===== config.mk =====
export PLATFORM = sky130hd
export DESIGN_NAME = slice_job_scheduler_flat
export DESIGN_NICKNAME = d
export VERILOG_FILES = /design/src/rtl/slice_job_if.sv /design/src/rtl/slice_job_scheduler.sv /design/src/flat_wrapper.sv
export SDC_FILE = /design/constraint.sdc
export NUM_CORES = 1
export LEC_CHECK = 0
export ABC_AREA = 1
export CORE_MARGIN = 2
export CORE_UTILIZATION = 30
export CTS_CLUSTER_SIZE = 20
export DETAILED_ROUTE_END_ITERATION = 16
export SKIP_CTS_REPAIR_TIMING = 1
export SLEW_MARGIN = 20
export SYNTH_ARGS = -nofsm -noshare
export SYNTH_HDL_FRONTEND = slang
export SYNTH_SLANG_ARGS = --single-unit

===== constraint.sdc =====
create_clock -name clk -period 5.5 [get_ports clk]
set_input_delay 1.375 -clock clk [delete_from_list [all_inputs] [get_ports clk]]
set_output_delay 1.375 -clock clk [all_outputs]
set_load 0.1 [all_outputs]

===== src/rtl/slice_job_if.sv =====
// Job/command/response bundle between requesters, slice_job_scheduler and the slice_unit.
// master: requesters plus slice_unit side; slave: the scheduler.
interface slice_job_if #(
  parameter int NUM_REQ = 4,
  parameter int ID_W    = 2
);
  logic [NUM_REQ-1:0]   req_valid;
  logic [NUM_REQ-1:0]   req_ready;
  logic [NUM_REQ*6-1:0] req_start;
  logic [NUM_REQ*6-1:0] req_end;

  logic                 cmd_valid;
  logic                 cmd_ready;
  logic [5:0]           cmd_start_idx;
  logic [5:0]           cmd_end_idx;
  logic                 cmd_last;
  logic                 win_done;

  logic                 rsp_valid;
  logic                 rsp_ready;
  logic [ID_W-1:0]      rsp_id;
  logic                 rsp_err;
  logic [2:0]           rsp_windows;

  modport master (
    output req_valid, req_start, req_end, cmd_ready, win_done, rsp_ready,
    input  req_ready, cmd_valid, cmd_start_idx, cmd_end_idx, cmd_last,
           rsp_valid, rsp_id, rsp_err, rsp_windows
  );

  modport slave (
    input  req_valid, req_start, req_end, cmd_ready, win_done, rsp_ready,
    output req_ready, cmd_valid, cmd_start_idx, cmd_end_idx, cmd_last,
           rsp_valid, rsp_id, rsp_err, rsp_windows
  );
endinterface


===== src/rtl/slice_job_scheduler.sv =====
// Round-robin scheduler splitting slice jobs into WIN-wide windows for a shared slice_unit.
// Optional SLICE_TIMEOUT_EN: abort a job whose window completion takes TMO_CYC cycles.
module slice_job_scheduler #(
  parameter int NUM_REQ = 4,
  parameter int ID_W    = 2,
  parameter int WIN     = 16
`ifdef SLICE_TIMEOUT_EN
  , parameter int TMO_CYC = 255
`endif
) (
  input  logic       clk,
  input  logic       rst_n,
  slice_job_if.slave bus,
  output logic       busy
);

  typedef enum logic [2:0] {IDLE, ARB, CHECK, ISSUE, WAIT, RESP} state_t;

  state_t          state_q, state_d;
  logic [ID_W-1:0] rr_ptr_q;
  logic [ID_W-1:0] grant;
  logic [ID_W:0]   arb_idx;
  logic            any_valid;
  logic [5:0]      sel_start, sel_end;
  logic [5:0]      start_q, end_q, cur_q;
  logic [ID_W-1:0] id_q;
  logic [2:0]      win_cnt_q;
  logic            err_q, last_q;
  logic [6:0]      win_end7;
  logic            win_is_last;
  logic [5:0]      win_end;

`ifdef SLICE_TIMEOUT_EN
  localparam int TMO_W = $clog2(TMO_CYC + 1);
  logic [TMO_W-1:0] tmo_cnt_q;
  logic             tmo_hit;

  always_comb tmo_hit = (tmo_cnt_q == TMO_W'(TMO_CYC - 1));
`endif

  // First valid requester at or after rr_ptr, wrapping modulo NUM_REQ
  always_comb begin
    any_valid = 1'b0;
    grant     = '0;
    arb_idx   = '0;
    for (int unsigned i = 0; i < NUM_REQ; i++) begin
      arb_idx = {1'b0, rr_ptr_q} + (ID_W+1)'(i);
      if (arb_idx >= (ID_W+1)'(NUM_REQ))
        arb_idx = arb_idx - (ID_W+1)'(NUM_REQ);
      if (!any_valid && bus.req_valid[arb_idx[ID_W-1:0]]) begin
        any_valid = 1'b1;
        grant     = arb_idx[ID_W-1:0];
      end
    end
  end

  always_comb begin
    sel_start = '0;
    sel_end   = '0;
    for (int unsigned i = 0; i < NUM_REQ; i++) begin
      if (grant == ID_W'(i)) begin
        sel_start = bus.req_start[6*i +: 6];
        sel_end   = bus.req_end[6*i +: 6];
      end
    end
  end

  // 7-bit sum so cur+WIN-1 never wraps below end
  always_comb begin
    win_end7    = {1'b0, cur_q} + 7'(WIN - 1);
    win_is_last = (win_end7 >= {1'b0, end_q});
    win_end     = win_is_last ? end_q : win_end7[5:0];
  end

  always_ff @(posedge clk or negedge rst_n) begin
    if (!rst_n) state_q <= IDLE;
    else        state_q <= state_d;
  end

  always_comb begin
    state_d = state_q;
    unique case (state_q)
      IDLE:  if (|bus.req_valid) state_d = ARB;
      ARB:   state_d = any_valid ? CHECK : IDLE;
      CHECK: state_d = (end_q < start_q) ? RESP : ISSUE;
      ISSUE: if (bus.cmd_ready) state_d = WAIT;
      WAIT: begin
        if (bus.win_done) state_d = last_q ? RESP : ISSUE;
`ifdef SLICE_TIMEOUT_EN
        else if (tmo_hit) state_d = RESP;
`endif
      end
      RESP:  if (bus.rsp_ready) state_d = IDLE;
      default: state_d = IDLE;
    endcase
  end

  always_ff @(posedge clk or negedge rst_n) begin
    if (!rst_n) begin
      rr_ptr_q  <= '0;
      start_q   <= '0;
      end_q     <= '0;
      cur_q     <= '0;
      id_q      <= '0;
      win_cnt_q <= '0;
      err_q     <= 1'b0;
      last_q    <= 1'b0;
`ifdef SLICE_TIMEOUT_EN
      tmo_cnt_q <= '0;
`endif
    end else begin
      case (state_q)
        ARB: begin
          if (any_valid) begin
            start_q  <= sel_start;
            end_q    <= sel_end;
            id_q     <= grant;
            rr_ptr_q <= (grant == ID_W'(NUM_REQ - 1)) ? '0 : grant + 1'b1;
          end
        end
        CHECK: begin
          win_cnt_q <= '0;
          err_q     <= (end_q < start_q);
          cur_q     <= start_q;
        end
        ISSUE: begin
          if (bus.cmd_ready) begin
            win_cnt_q <= win_cnt_q + 3'd1;
            last_q    <= win_is_last;
`ifdef SLICE_TIMEOUT_EN
            tmo_cnt_q <= '0;
`endif
          end
        end
        WAIT: begin
          if (bus.win_done) begin
            if (!last_q) cur_q <= cur_q + 6'(WIN);
          end
`ifdef SLICE_TIMEOUT_EN
          else if (tmo_hit) err_q <= 1'b1;
          else tmo_cnt_q <= tmo_cnt_q + 1'b1;
`endif
        end
        default: ;
      endcase
    end
  end

  always_comb begin
    bus.req_ready     = '0;
    bus.cmd_valid     = 1'b0;
    bus.cmd_start_idx = '0;
    bus.cmd_end_idx   = '0;
    bus.cmd_last      = 1'b0;
    bus.rsp_valid     = 1'b0;
    bus.rsp_id        = '0;
    bus.rsp_err       = 1'b0;
    bus.rsp_windows   = '0;
    busy              = (state_q != IDLE);
    case (state_q)
      ARB: if (any_valid) bus.req_ready[grant] = 1'b1;
      ISSUE: begin
        bus.cmd_valid     = 1'b1;
        bus.cmd_start_idx = cur_q;
        bus.cmd_end_idx   = win_end;
        bus.cmd_last      = win_is_last;
      end
      RESP: begin
        bus.rsp_valid   = 1'b1;
        bus.rsp_id      = id_q;
        bus.rsp_err     = err_q;
        bus.rsp_windows = win_cnt_q;
      end
      default: ;
    endcase
  end

endmodule


===== src/flat_wrapper.sv =====
// flat-port wrapper written by rule: the top's interface ports become plain ports
module slice_job_scheduler_flat 
#(
  parameter int NUM_REQ = 4,
  parameter int ID_W    = 2,
  parameter int WIN     = 16

)
  (clk, rst_n, busy, bus_req_valid, bus_req_start, bus_req_end, bus_cmd_ready, bus_win_done, bus_rsp_ready, bus_req_ready, bus_cmd_valid, bus_cmd_start_idx, bus_cmd_end_idx, bus_cmd_last, bus_rsp_valid, bus_rsp_id, bus_rsp_err, bus_rsp_windows);
  slice_job_if #(.NUM_REQ(NUM_REQ), .ID_W(ID_W)) bus_i ();
  input  logic clk;
  input  logic rst_n;
  output logic busy;
  input wire logic [$bits(bus_i.req_valid)-1:0] bus_req_valid;
  input wire logic [$bits(bus_i.req_start)-1:0] bus_req_start;
  input wire logic [$bits(bus_i.req_end)-1:0] bus_req_end;
  input wire logic [$bits(bus_i.cmd_ready)-1:0] bus_cmd_ready;
  input wire logic [$bits(bus_i.win_done)-1:0] bus_win_done;
  input wire logic [$bits(bus_i.rsp_ready)-1:0] bus_rsp_ready;
  output wire logic [$bits(bus_i.req_ready)-1:0] bus_req_ready;
  output wire logic [$bits(bus_i.cmd_valid)-1:0] bus_cmd_valid;
  output wire logic [$bits(bus_i.cmd_start_idx)-1:0] bus_cmd_start_idx;
  output wire logic [$bits(bus_i.cmd_end_idx)-1:0] bus_cmd_end_idx;
  output wire logic [$bits(bus_i.cmd_last)-1:0] bus_cmd_last;
  output wire logic [$bits(bus_i.rsp_valid)-1:0] bus_rsp_valid;
  output wire logic [$bits(bus_i.rsp_id)-1:0] bus_rsp_id;
  output wire logic [$bits(bus_i.rsp_err)-1:0] bus_rsp_err;
  output wire logic [$bits(bus_i.rsp_windows)-1:0] bus_rsp_windows;
  assign bus_i.req_valid = bus_req_valid;
  assign bus_i.req_start = bus_req_start;
  assign bus_i.req_end = bus_req_end;
  assign bus_i.cmd_ready = bus_cmd_ready;
  assign bus_i.win_done = bus_win_done;
  assign bus_i.rsp_ready = bus_rsp_ready;
  assign bus_req_ready = bus_i.req_ready;
  assign bus_cmd_valid = bus_i.cmd_valid;
  assign bus_cmd_start_idx = bus_i.cmd_start_idx;
  assign bus_cmd_end_idx = bus_i.cmd_end_idx;
  assign bus_cmd_last = bus_i.cmd_last;
  assign bus_rsp_valid = bus_i.rsp_valid;
  assign bus_rsp_id = bus_i.rsp_id;
  assign bus_rsp_err = bus_i.rsp_err;
  assign bus_rsp_windows = bus_i.rsp_windows;
  slice_job_scheduler #(.NUM_REQ(NUM_REQ), .ID_W(ID_W), .WIN(WIN)) u_core (.clk(clk), .rst_n(rst_n), .bus(bus_i), .busy(busy));
endmodule

==> results of run 1 <==
==> placed cells by master, fill, tap and decap left out, drive strengths merged, types with 13 or more instances in the layout <==
cell type,instances
a21oi,15
buf,15
clkdlybuf4s50,71
dfrtp,30
ha,18
inv,56
nand2,112
nand3,20
nor2,58
o211ai,13
o21ai,20
==> worst register-to-register path, stage by stage, from the launching register on <==
cell and delay, ns:
dfrtp_1 0.55, inv_6 0.08, nand2_1 0.07, nand2_1 0.08, nand2_2 0.10, nand2_1 0.07
nor2_2 0.12, nand3_1 0.09, nand3_1 0.09, nand2_1 0.10, ha_1 0.36, nor2_1 0.57
nand2_1 0.11, nand2_1 0.09, o211ai_1 0.12, a31oi_1 0.15
==> synthesized netlist by cell type, types with 4 or more instances <==
cell type    n
o21ai_0     15
nor2_1      54
nand2_1    108
ha_1        18
a21oi_1     15
dfrtp_1     30
xor2_1       4
nand3_1     20
inv_2        5
clkbuf_1     4
o211ai_1    13
nand2_2      4
o21ai_1      4
a31oi_1     12
inv_1       50
==> cell families (layout without fill, tap and decap cells) <==
family | count (synthesis) | in the layout | share of synthesized area [%]
simple gates | 193 | 193 | 31.8
buf+inv | 68 | 150 | 12.0
compound gates | 64 | 64 | 15.5
flops | 30 | 30 | 30.3
fa+ha+maj | 18 | 18 | 9.09
xor+xnor | 4 | 4 | 1.41
==> state kept, by name, summed over array words and instances (netlist names) <==
signal            cells
u_core.cur_q          6
u_core.state_q        3
u_core.last_q         1
u_core.end_q          6
u_core.id_q           2
u_core.win_cnt_q      3
u_core.err_q          1
u_core.start_q        6
u_core.rr_ptr_q       2
==> final cells by class <==
class | instances | area (sq um) | share of cell area [%]
clock buffer | 5 | 68.8 | 1.96
timing repair buffer | 86 | 861 | 24.6
sequential | 30 | 751 | 21.4
tap | 105 | 131 | 3.75
multi-input combinational | 279 | 1430 | 40.8
clock inverter | 3 | 45.0 | 1.29
inverter | 56 | 215 | 6.15
==> path summary, 6_finish.rpt <==
kind                               startpoint             endpoint  slack (ns)
max in group asynchronous               rst_n      u_core.cur_q[2]        3.74
max reg2reg                u_core.rr_ptr_q[0]    u_core.start_q[0]        2.66
min in group asynchronous               rst_n  u_core.win_cnt_q[0]        1.47
max                          bus_req_valid[3]     bus_req_ready[1]        0.54
min reg2reg                    u_core.id_q[1]       u_core.id_q[1]        0.50
min                            u_core.id_q[1]       u_core.id_q[1]        0.50
==> metal layers <==
metal | vias up | part of all wire, %
met1 | 1127 | 44
met3 | 6 | 7.7
met2 | 73 | 47
met5 | - | 0
met4 | 0 | 1.2
li1 | 1365 | -
==> through the flow <==
stage | setup slack [ns] | hold WS, ns
final | 0.540 | 0.497
after global routing | 0.325 | 0.536
after CTS | 0.530 | 0.502
after detailed placement | 0.544 | 0.484
after global placement | 0.662 | 0.490
after floorplan | 0.273 | 0.449
==> results by group, run 1 <==
GRT
  – GR Util met2: 26.8%
  – GR Overflow Total: 0
  – Vias in the first global route: 2565
  – Met3 Use GR: 3.99%
  – Initial antenna violation count: 0
  – First-pass GRT wire length: 11.0 mm
  – Total global-route track usage: 15.0%
  – Routing usage on met1: 17.8%
  – Largest net degree at the start of global routing: 31
  – GR peak layer: met2

Clocking
  – Num Clock Sinks: 30
  – Clock transition at path regs: 0.06 ns
  – H-tree depth: 2
  – Root Driver: clkbuf_8
  – CTS buffer count: 5
  – Max clock buf depth: 2
  – Worst skew pair latency: ~0.28 ns
  – CTS tree: done

Route
  – Router iterations before antenna repair: 4
  – DRT antenna net count: 0
  – Vias: 2571
  – Drt via density: approximately 4.6
  – DRC viols: 0
  – DR WL/cell: ~11 um
  – DRT iter0 DRCs: 65
  – Post-Route WL: 6.47 mm

Synth
  – Cells after Synth: 377
  – Largest cells by area after synthesis: dfrtp_1 (30%), nand2_1 (16%), ha_1 (9.1%), nor2_1 (8.2%), inv_1 (7.6%)
  – Sequential area share after synthesis: a little under a third
  – Share of the synthesized area in the top cell type: 30.3%
  – Synthesis-stage register bit count: 30
  – Cell Area, Synth: 2480 sq um
  – Largest area contributor in the netlist: dfrtp_1
  – Synth Flop Type: dfrtp_1
  – Avg Inst Size Synth: 6.57 sq um
  – Post-synth EDFFs: 0
  – Post-synth ARST share: 100%
  – Netlist cell types: 29
  – Syn. warnings: 0
  – Syn nets: 452

Cells and area
  – Final Util: 43.3%
  – Syn-to-layout area delta: 41.4%
  – Fraction of layout cells with a size suffix above 1: 8.50%
  – Final std cells w/o fill: between 500 and 600
  – Fill cells: between 800 and 900
  – Diodes inserted: 0
  – Finished Cell Area: 3500 sq um
  – Final nets: 533

Worst setup path
  – CP max FO: 14
  – CP endpoint kind: output port
  – Worst reg2reg path depth: 15
  – CP max stage cell: clkdlybuf4s50_1
  – Worst Path Buf+Inv: 5
  – CP delay by family, top: buffers and inverters
  – Critical path, cell by cell: clkdlybuf4s50_1 -> inv_1 -> nand2_1 -> nand3_1 -> nand2_1 -> nand3_1 -> nand3_1 -> nand3_1 -> inv_1 -> ha_1 -> inv_1 -> nor2_1 -> buf_12
  – Crit path top cell by count: nand3_1
  – CP Class: in -> out
  – Startpoint class of the critical path: primary input
  – Critical Path RT: 4.12 ns
  – Crit path depth: 13
  – Critical Path AT: 3.59 ns
  – Crit path largest cell delay: 0.48 ns

Floorplan
  – Die height: 94.9 um
  – Die Area: 9000 sq um
  – CORE AREA: ~8100 sq um
  – Die Width: around 95 um
  – Ports: 83
  – # rows: 33
  – Initial Util: between 30% and 40%

Hold path
  – Hold path depth: 2
  – Hold Crit Class: reg -> reg

STA
  – Tightest Pin Transition: 0.970 ns
  – Final Setup Violations: 0
  – Final hold violations: 0
  – Final Max Tran Viols: 0
  – Relative slew slack: 35.1%
  – Crit share post-route: 90.2%
  – Final Skew: ~0.0085 ns
  – Unrepaired setup endpoints after global routing: no
  – Max Fclk: 202 MHz
  – Setup TNS: 0 ns
  – Tmin final: 4.96 ns

Placement
  – Area after DPL: 3390 sq um
  – DP Cell Count: 556
  – GPL Wtd Cong: 0.847
  – Hpwl dp: 5.43 mm
  – IO buf count: 82

Job
  – Max-cap violations: 0

Outcome
  – Status: finished clean
Power of run 1 is not shown: default switching activity piles up to over one toggle a cycle in this logic, so the estimate is an artifact.
==> inputs of run 2 (changes only) <==
--- a/config.mk
+++ b/config.mk
@@ -8,6 +8,7 @@
 export ABC_AREA = 1
 export CORE_MARGIN = 2
 export CORE_UTILIZATION = 30
+export CTS_BUF_LIST = sky130_fd_sc_hd__clkbuf_4 sky130_fd_sc_hd__clkbuf_8 sky130_fd_sc_hd__clkbuf_16
 export CTS_CLUSTER_SIZE = 20
 export DETAILED_ROUTE_END_ITERATION = 16
 export SKIP_CTS_REPAIR_TIMING = 1
==> results of run 2 <==
Same layout as run 1: the final DEF is identical, and so are final timing and power.
Power of run 2 is left out for the same reason.
==> inputs of run 3 (changes only) <==
--- a/config.mk
+++ b/config.mk
@@ -11,6 +11,7 @@
 export CTS_BUF_LIST = sky130_fd_sc_hd__clkbuf_4 sky130_fd_sc_hd__clkbuf_8 sky130_fd_sc_hd__clkbuf_16
 export CTS_CLUSTER_SIZE = 20
 export DETAILED_ROUTE_END_ITERATION = 16
+export PLACE_DENSITY_LB_ADDON = 0.1
 export SKIP_CTS_REPAIR_TIMING = 1
 export SLEW_MARGIN = 20
 export SYNTH_ARGS = -nofsm -noshare
==> results by group, run 3 (synthesized netlist as in run 1, its figures left out) <==
Outcome
  – Status: finished clean

Route
  – DRT iter0 DRCs: 59 (-9.2%)
  – DRT antenna net count: 0 (unchanged)
  – Vias: 2558 (-0.51%)
  – Post-Route WL: 6.33 mm (-2.2%)
  – Router iterations before antenna repair: 4 (unchanged)
  – DR WL/cell: 11.2 um (-2.2%)
  – Drt via density: 4.54 (-0.51%)
  – DRC viols: 0 (unchanged)

Worst setup path
  – CP Class: in -> out
  – R2r setup slk: 2.59 ns (-0.07 ns)
  – Critical Path RT: 4.12 ns (about the same)
  – Crit. Startpoint: bus_req_valid[2]
  – Critical Path AT: 3.56 ns (-0.03 ns)
  – CP max FO: 14 (unchanged)
  – Worst reg2reg path depth: 15 (unchanged)
  – Worst r2r dst: u_core.start_q[3]
  – CP endpoint: bus_req_ready[1]
  – Startpoint class of the critical path: primary input
  – CP endpoint kind: output port
  – Reg2reg start: u_core.rr_ptr_q[0]

STA
  – Final Setup Violations: 0 (unchanged)
  – Max Fclk: 203 MHz (+0.54%)
  – Crit share post-route: 89.7% (-0.49 points)
  – Final Max Tran Viols: 0 (unchanged)
  – Tightest Pin Transition: 0.971 ns (+0.000480 ns)
  – Final Skew: 0.00410 ns (-0.00437 ns)
  – Unrepaired setup endpoints after global routing: no
  – Tmin final: 4.93 ns (-0.0268 ns)
  – Relative slew slack: 35.1% (about the same)
  – Final hold violations: 0 (unchanged)
  – Setup TNS: 0 ns (unchanged)

Cells and area
  – Fill cells: 883 (-0.11%)
  – Commonest non-fill, non-tap cell in the layout: nand2_1
  – Largest registers: u_core.cur_q: 6 flops, u_core.end_q: 6 flops, u_core.start_q: 6 flops
  – Syn-to-layout area delta: 41.2%
  – Final Util: 43.2% (-0.046 points)
  – Sequential standard cell area: 751 sq um (unchanged)
  – Diodes inserted: 0 (unchanged)
  – Most frequent cells in the layout: nand2_1 (108), clkdlybuf4s50_1 (71), nor2_1 (54)
  – Fraction of layout cells with a size suffix above 1: 8.50% (unchanged)
  – Multi-input logic area: 1430 sq um (unchanged)
  – Final nets: 533 (unchanged)

GRT
  – Initial antenna violation count: 0 (unchanged)
  – Largest net degree at the start of global routing: 31 (unchanged)
  – Total global-route track usage: 14.9% (-0.18 points)
  – GR Overflow Total: 0 (unchanged)
  – First-pass GRT wire length: 10.6 mm (-3.4%)
  – Vias in the first global route: 2367 (-7.7%)

Clocking
  – H-tree depth: 2 (unchanged)
  – Worst skew pair latency: 0.28 ns (about the same)
  – Num Clock Sinks: 30 (unchanged)
  – CTS buffer count: 5 (unchanged)
  – CTS tree: done
  – Root Driver: clkbuf_8
  – Max clock buf depth: 2 (unchanged)
  – Clock transition at path regs: 0.06 ns (about the same)

Floorplan
  – Die Area: 9000 sq um (unchanged)
  – Initial Util: 30.6% (unchanged)
  – CORE AREA: 8090 sq um (unchanged)
  – # rows: 33 (unchanged)
  – Die Width: 94.9 um (unchanged)
  – Ports: 83 (unchanged)
  – Die height: 94.9 um (unchanged)

Placement
  – IO buf count: 82 (unchanged)
  – Hpwl dp: 5.26 mm (-3.1%)
  – GPL Wtd Cong: 0.840 (-0.73%)

Hold path
  – Hold Crit Class: reg -> reg
  – Hold path depth: 1 (-1)

Job
  – Max-cap violations: 0 (unchanged)
[run 3: changes by cell type in the layout (fill, tap and decap cells not counted), sizes merged]
cell	previous run	this run
bufinv	1	0
clkbuf	5	8
clkinvlp	2	0
[run 3: through the flow]
stage | area [sq um] | std cells | setup WS, ns | hold slack, ns
2_1_floorplan | 2480 | 377 | 0.273 | 0.449
3_3_place_gp | 3390 | 556 | 0.655 | 0.492
3_5_place_dp | 3390 | 556 | 0.560 | 0.491
4_1_cts | 3500 | 564 | 0.556 | 0.510
5_1_grt | 3500 | 564 | 0.316 | 0.540
6_report | 3500 | 564 | 0.567 | 0.507
[run 3: worst min path at each step]
stage | from | endpoint
floorplan | u_core.id_q[1] | u_core.id_q[1]
global placement | u_core.id_q[1] | u_core.id_q[1]
detailed placement | u_core.id_q[1] | u_core.id_q[1]
CTS | u_core.id_q[1] | u_core.id_q[1]
global route | u_core.id_q[1] | u_core.id_q[1]
finish | u_core.err_q | u_core.err_q
[run 3: area by class of cell]
type,count,area share (%)
repair buffers,86,24.6
multi-input cells,279,40.9
flip-flops and latches,30,21.5
well taps,105,3.76
inverters,56,6.15
clock buffers,8,3.15
[run 3: layer usage]
| metal | up-vias | wire length [um] | track usage [%] |
|---|---|---|---|
| li1 | 1364 | - | - |
| met1 | 1095 | 2920 | 18.7 |
| met2 | 89 | 2720 | 23.6 |
| met3 | 10 | 562 | 4.87 |
| met4 | 0 | 123 | 5.56 |
| met5 | - | 0 | 0 |
[run 3: worst max-delay path, stage by stage]
cell	delay (ns)
clkdlybuf4s50_1	0.47
inv_1	0.07
nand2_1	0.09
nand3_1	0.09
nand2_1	0.10
nand3_1	0.09
nand3_1	0.10
nand3_1	0.14
inv_1	0.11
ha_1	0.44
inv_1	0.08
nor2_1	0.20
buf_12	0.20
Power of run 3 is left out for the same reason.
